===== src/rtl/maze_dfs_ctrl.sv =====
// maze_dfs_ctrl: depth-first-search sequencer for the maze-solver datapath, with solution replay.
// Inputs : clk, rst (async, active-low), start/run pulses, pos, edge_blk, cell_val, stk_rdata.
// Outputs: dir, datapath strobes (mem_rd, mem_wr, pos_ld, pos_back, clr, push), stk_addr,
//          rep_valid, and busy/done/fail status.
module maze_dfs_ctrl #(
  parameter int ADDR_WIDTH = 8,
  parameter int DEST_ADDR  = 2**8-1
) (
  input  logic                  clk,
  input  logic                  rst,
  input  logic                  start,
  input  logic                  run,
  input  logic [ADDR_WIDTH-1:0] pos,
  input  logic                  edge_blk,
  input  logic                  cell_val,
  input  logic [1:0]            stk_rdata,
  output logic [1:0]            dir,
  output logic                  mem_rd,
  output logic                  mem_wr,
  output logic                  pos_ld,
  output logic                  pos_back,
  output logic                  clr,
  output logic                  push,
  output logic [ADDR_WIDTH-1:0] stk_addr,
  output logic                  rep_valid,
  output logic                  busy,
  output logic                  done,
  output logic                  fail
);
  typedef enum logic [3:0] {
    IDLE = 4'd0, INIT = 4'd1, CHECK = 4'd2, WAIT = 4'd3, MOVE = 4'd4,
    NEXT = 4'd5, BACK = 4'd6, DONE = 4'd7, REPLAY = 4'd8, FAIL = 4'd9
  } state_t;
  state_t                state_q, state_d;
  logic [ADDR_WIDTH:0]   sp_q, sp_d;
  logic [ADDR_WIDTH-1:0] rp_q, rp_d;
  logic [1:0]            dir_q, dir_d;
  logic                  at_dest, sp_zero, rep_last;
  assign at_dest  = pos == ADDR_WIDTH'(DEST_ADDR);
  assign sp_zero  = sp_q == '0;
  assign rep_last = {1'b0, rp_q} == sp_q - 1'b1;
  always_ff @(posedge clk or negedge rst) begin
    if (!rst) begin
      state_q <= IDLE;
      sp_q    <= '0;
      rp_q    <= '0;
      dir_q   <= '0;
    end else begin
      state_q <= state_d;
      sp_q    <= sp_d;
      rp_q    <= rp_d;
      dir_q   <= dir_d;
    end
  end
  always_comb begin
    state_d = state_q;
    sp_d    = sp_q;
    rp_d    = rp_q;
    dir_d   = dir_q;
    case (state_q)
      IDLE:   state_d = start ? INIT : IDLE;
      INIT: begin
        sp_d    = '0;
        dir_d   = '0;
        state_d = CHECK;
      end
      CHECK:  state_d = at_dest ? DONE : edge_blk ? NEXT : WAIT;
      WAIT:   state_d = cell_val ? NEXT : MOVE;
      MOVE: begin
        sp_d    = sp_q + 1'b1;
        dir_d   = '0;
        state_d = CHECK;
      end
      NEXT: begin
        dir_d   = dir_q == 2'd3 ? dir_q : dir_q + 2'd1;
        state_d = dir_q == 2'd3 ? BACK : CHECK;
      end
      // a popped direction of 3 lands in NEXT with dir==3 and backtracks again
      BACK: begin
        dir_d   = sp_zero ? dir_q : stk_rdata;
        sp_d    = sp_zero ? sp_q : sp_q - 1'b1;
        state_d = sp_zero ? FAIL : NEXT;
      end
      DONE: begin
        rp_d    = '0;
        state_d = start ? INIT : (run && !sp_zero) ? REPLAY : DONE;
      end
      REPLAY: begin
        rp_d    = rp_q + 1'b1;
        state_d = rep_last ? DONE : REPLAY;
      end
      FAIL:   state_d = start ? INIT : FAIL;
      default: state_d = IDLE;
    endcase
  end
  // during a pop the datapath steps back along the stored move, so dir mirrors the stack
  assign dir       = (state_q == BACK && !sp_zero) ? stk_rdata : dir_q;
  assign mem_rd    = state_q == CHECK && !at_dest && !edge_blk;
  assign mem_wr    = state_q == MOVE;
  assign pos_ld    = state_q == MOVE;
  assign push      = state_q == MOVE;
  assign pos_back  = state_q == BACK && !sp_zero;
  assign clr       = state_q == INIT;
  assign stk_addr  = state_q == REPLAY ? rp_q : state_q == BACK ? sp_q[ADDR_WIDTH-1:0] - 1'b1 : sp_q[ADDR_WIDTH-1:0];
  assign rep_valid = state_q == REPLAY;
  assign busy      = !(state_q == IDLE || state_q == DONE || state_q == FAIL);
  assign done      = state_q == DONE || state_q == REPLAY;
  assign fail      = state_q == FAIL;
endmodule


===== config.mk =====
export PLATFORM = sky130hd
export DESIGN_NAME = maze_dfs_ctrl
export DESIGN_NICKNAME = d
export VERILOG_FILES = /design/src/rtl/maze_dfs_ctrl.sv
export SDC_FILE = /design/constraint.sdc
export NUM_CORES = 1
export LEC_CHECK = 0
export BUFFER_PORTS_ARGS = -buffer_cell sky130_fd_sc_hd__buf_4
export CAP_MARGIN = 20
export CELL_PAD_IN_SITES_DETAIL_PLACEMENT = 0
export CELL_PAD_IN_SITES_GLOBAL_PLACEMENT = 1
export CORE_ASPECT_RATIO = 0.7
export CORE_MARGIN = 2
export CORE_UTILIZATION = 44
export DETAILED_ROUTE_END_ITERATION = 16
export MAX_ROUTING_LAYER = met4
export PLACE_DENSITY = 0.95
export SLEW_MARGIN = 20
export SYNTH_ARGS = -nofsm -noshare
export SYNTH_HDL_FRONTEND = slang
export SYNTH_SLANG_ARGS = --single-unit
export TNS_END_PERCENT = 10

===== constraint.sdc =====
create_clock -name clk -period 4 [get_ports clk]
set_clock_uncertainty 0.1 [all_clocks]
set_input_delay 1 -clock clk [delete_from_list [all_inputs] [get_ports clk]]
set_output_delay 1 -clock clk [all_outputs]
set_load 0.02 [all_outputs]

# Yosys cells after proc, flatten, opt, wreduce, memory -nomap -nowiden
# Index checks and enable logic that the tools add are counted.
# totals
input_bits	16
output_inout_bits	20
register_bits	23
# op_classes
n_eq_ne	14
n_reduce_logical	19
addsub	5
mux	20
# op_table
cell	count
4-bit case mux with 9 select lines	1
9-bit case mux with 3 select lines	1
4-bit two-way mux	5
4-bit by 3-bit == test with 1-bit output, second input constant	4
8-bit two-way mux	2
8-bit case mux with 2 select lines	1
9-bit by 1-bit adder with 9-bit output, second input constant	1
8-bit by 9-bit == test with 1-bit output	1
9-bit zero test	1
3-bit two-way mux	3
9-bit two-way mux	1
9-bit by 1-bit subtractor with 9-bit output, second input constant	1
8-bit by 1-bit adder with 8-bit output, second input constant	1
4-bit by 2-bit == test with 1-bit output, second input constant	2
4-bit == test, second input constant	2
8-bit == test, second input constant	1
8-bit by 1-bit subtractor with 8-bit output, second input constant	1
2-bit two-way mux	3
2-bit case mux with 3 select lines	1
3-bit nonzero test	2
4-bit by 1-bit == test with 1-bit output, second input constant	1
1-bit logical AND	4
1-bit zero test	4
4-bit zero test	1
9 further kinds	13

# Depth between registers and ports, before layout
# logic_depth
ltp_word	6
mapped_depth	9
mapped_depth_nobuf	8

# Worst setup path before layout
# No wires, ideal clock.
# synth_timing
path_type	reg-to-output
start	reg sp_q[0]
end	out stk_addr[6]
path_slack_ns	0.773
stages_incl_launch_ff	9
arrival_ns	2.127
path_cell_list	dfrtp_1 -> inv_1 -> ha_1 -> clkbuf_2 -> or3b_1 -> nor3_1 -> nand2_1 -> xor2_1 -> a21oi_1
# synth_via
elab_chain_len	3
# synth_lines
item	line	source
from (decl)	35	logic [ADDR_WIDTH:0] sp_q, sp_d;
from (signal assigned)	50	sp_q <= sp_d;
8-bit by 1-bit subtractor with 8-bit output	104	assign stk_addr = state_q == REPLAY ? rp_q : state_q == BACK ? sp_q[ADDR_WIDTH-1:0] - 1'b1 : sp_q[ADDR_WIDTH-1 ...
8-bit two-way mux (2 in a row)	104	
to (decl)	24	output logic [ADDR_WIDTH-1:0] stk_addr,
# Every way passes these cells.

# Worst setup path after layout
# layout_timing
start	reg state_q[1]
end	out stk_addr[3]
# layout_via
elab_chain_len	3
elab_cells_between_ends	4
classes_between	2 x eq/ne; 2 x mux
# layout_lines
item	line	source
from (decl)	34	state_t state_q, state_d;
from (signal assigned)	49	state_q <= state_d;
4-bit by 3-bit == test with 1-bit output	104	
8-bit two-way mux	104	
8-bit two-way mux (*)	104	
# Mark *: on every way between the ends. The rest lies on a longest branch, timed or not.

==> flow_metrics.env <==
export IMPL_cts_root_buffer="clkbuf_8"
export IMPL_p_switching_mw=1.02
export IMPL_synth_area_mm2=0.00202
export IMPL_synth_seq_area_share_pct=28.5
export IMPL_yosys_top_cells_count="30 x nor2_1, 24 x a21oi_1, 24 x o21ai_0, 23 x dfrtp_1, 20 x nand2_1"
export IMPL_post_route_drc_count=0
export IMPL_vdd_drop_max_mv=0.353
export IMPL_slew_headroom_pct=54.4
export IMPL_finalNetCount=308
export IMPL_critical_path_class="flop to output port"
export IMPL_timing_final_setup_violations=0
export IMPL_outcome="completed"
export IMPL_worst_hold_path_type="flop to flop"
export IMPL_endpoint_required_time_on_the_critical_path_ns=2.90
export IMPL_crit_fanout=13
export IMPL_cts_tree="yes"
export IMPL_rsz0062_at_grt="no"
export IMPL_clock_latency_ns=0.27
export IMPL_sw_frac_of_total_pct=53.3
export IMPL_layout_area_overhead_vs_synth_pct=14.8
export IMPL_ys_async_sr_fraction_pct=100
export IMPL_worst_case_setup_slack_after_placement_ns=0.595
export IMPL_cts_resized_gates=0
export IMPL_routed_length_per_instance_um=15.9
export IMPL_achievable_frequency_ghz=0.266
export IMPL_n_antenna_cell=0
export IMPL_cts_num_sinks=23
export IMPL_detailed_place_hpwl_um=4090
export IMPL_drt_pre_antenna_iters=5
export IMPL_drive_above_1_share_pct=18.2
export IMPL_floorplan_initialDensity_pct=46.1
export IMPL_topRoutingLayerUsed="met4"
export IMPL_post_drt_antenna_nets=0
export IMPL_synth_enable_flop_cells=0
export IMPL_cts_hold_buffers_added=0
export IMPL_antenna_found_initial=0
export IMPL_cts_made_buffers=3
export IMPL_fp_dieW_um=84.9
export IMPL_core_area_mm2=0.00438
export IMPL_fillCellCount=446
export IMPL_gr_total_overflow=0
export IMPL_first_global_vias=1733
export IMPL_crit_arrival_ns=2.66
export IMPL_floorplan_io_pins=36
export IMPL_cts_max_path_buffers=2
export IMPL_cp_end_kind="output port"
export IMPL_synth_top_cells_by_area="dfrtp_1 29%, a21oi_1 6.0%, o21ai_0 6.0%, nor2_1 5.6%, xnor2_1 3.9%"
export IMPL_postSynthAreaPerCell_um2=7.67
export IMPL_gr_usage_all_layers_pct=22.2
export IMPL_yosys_register_bits=23
export IMPL_drt_first_iter_violations=264
export IMPL_synth_main_ff_cell="dfrtp_1"
export IMPL_avgViaCountPerCell=6.02
export IMPL_setup_total_negative_slack_ns=0
export IMPL_p_seq_share_pct=24.2
export IMPL_crit_path_start_kind="flop"
export IMPL_final_max_slew_violation_count=0
export IMPL_vias=2047
export IMPL_drv_max_cap_violation_count=0
export IMPL_netlist_top_cell_by_area="dfrtp_1"
export IMPL_die_height_um=60.6
export IMPL_fp_dieArea_mm2=0.00515
export IMPL_globalplace_congestion=0.907
export IMPL_met2RoutedLength_um=2140
export IMPL_postSynthNetCount=285
export IMPL_most_common_cell_in_the_netlist="nor2_1"
export IMPL_fp_row_count=20
export IMPL_fin_hold_ws_ns=0.430
export IMPL_max_slew_worst_pin_slew_ns=0.683
export IMPL_met1_wirelength_um=2760
export IMPL_ys_warn_count=0
export IMPL_placement_io_buffers=35
export IMPL_comb_power_share_pct=68.0
export IMPL_yosys_cell_types_count=49
export IMPL_final_setup_worst_slack_ns=0.238
export IMPL_clkSlewWorstSetupHoldPaths_ns=0.08
export IMPL_met3RoutedLength_um=474
export IMPL_p_int_mw=0.891
export IMPL_synthesis_instances=263
export IMPL_final_period_minus_worst_setup_slack_ns=3.76
export IMPL_clockPowerShare_pct=7.8
export IMPL_final_hold_viol_count=0
export IMPL_post_cts_setup_buffer_count=0
export IMPL_wl_um=5410
export IMPL_p_leak_nw=1.04
export IMPL_finalNonFillerCells=340
export IMPL_synthDominantCellAreaShare_pct=28.5
export IMPL_pwr_density_cell_mw_per_mm2=824
export IMPL_placed_cell_count=336
export IMPL_h_tree_levels=1
export IMPL_grt_first_pass_wirelength_um=8800
export IMPL_largest_net_degree_at_the_start_of_global_routing=24
export IMPL_min_period_over_period_pct=94.0
cell families after synthesis:
kind of cell	after synthesis	share of synthesized area, %
compound gates	87	26.6
mux	3	1.61
buf+inv	32	7.20
simple gates	95	24.9
xor+xnor	17	7.38
fa+ha+maj	6	3.72
flops	23	28.5
state kept, by name, indices dropped and copies added, names as in the netlist:
name / count
state_q: 4
dir_q: 2
rp_q: 8
sp_q: 9
worst max-delay path, stage by stage (launching register included):
cell	delay, ns
dfrtp_1	0.54
inv_1	0.18
nor2_1	0.32
nand2_1	0.39
clkinv_1	0.30
nand2_1	0.16
xor2_1	0.19
a21oi_1	0.16
buf_4	0.16
path summary, 6_finish.rpt:
path | slack [ns] | cells after the start | startpoint | end
worst max-delay path | 0.24 | 8 | state_q[1] | stk_addr[3]
worst min-delay path | 0.43 | 2 | dir_q[1] | dir_q[1]
worst max register to register | 1.48 | 8 | sp_q[0] | state_q[2]
worst min register to register | 0.43 | 2 | dir_q[1] | dir_q[1]
max in group asynchronous | 3.04 | 1 | rst | state_q[1]
min in group asynchronous | 0.52 | 1 | rst | sp_q[4]
cell usage in the layout (no fill, tap or decap), drive strengths merged, types with 2 or more instances in the layout:
cell type,instances
or4,2
clkbuf,4
inv,11
ha,6
a21oi,24
a22oi,3
o31ai,4
nand3,10
mux2,2
o22ai,5
nor4,2
nand2b,3
nor3,7
dfrtp,23
buf,38
nand4,7
and3,5
o211ai,2
or3,2
xnor2,9
xor2,8
a21o,3
nor2,30
nand2,21
a31oi,4
o21ai,26
a211oi,4
a22o,5
o221ai,2
through the flow:
stage          utilization, %  cell area, um2  power, mW
2_1_floorplan               -            2020       1.39
4_1_cts                  52.9            2320       1.90
3_5_place_dp             51.9            2270       1.75
6_report                 52.9            2320       1.91
3_3_place_gp             51.9            2270       1.74
5_1_grt                  52.9            2320       2.06
power by group through the flow:
| stage | sequential, mW | combinational, mW | clock (mW) |
|---|---|---|---|
| after global routing | 0.475 | 1.42 | 0.163 |
| final | 0.462 | 1.30 | 0.149 |
| after CTS | 0.456 | 1.29 | 0.154 |
| after detailed placement | 0.462 | 1.29 | 0 |
| after global placement | 0.457 | 1.28 | 0 |
| after floorplan | 0.366 | 1.02 | 0 |
per-layer routing:
layer	track usage [%]	vias to the layer above
met5	-	-
met4	2.72	0
met3	5.99	6
met2	29.4	94
met1	34.2	942
li1	-	1005
final cells by class:
cell class              instances  area (um2)  area share, %
multi-input cells             208        1300           56.0
flip-flops and latches         23         576           24.9
repair buffers                 38         285           12.3
well taps                      55        68.8           2.97
clock buffers                   4        45.0           1.94
inverters                      12        45.0           1.94
Power figures use the tool's default switching activity.
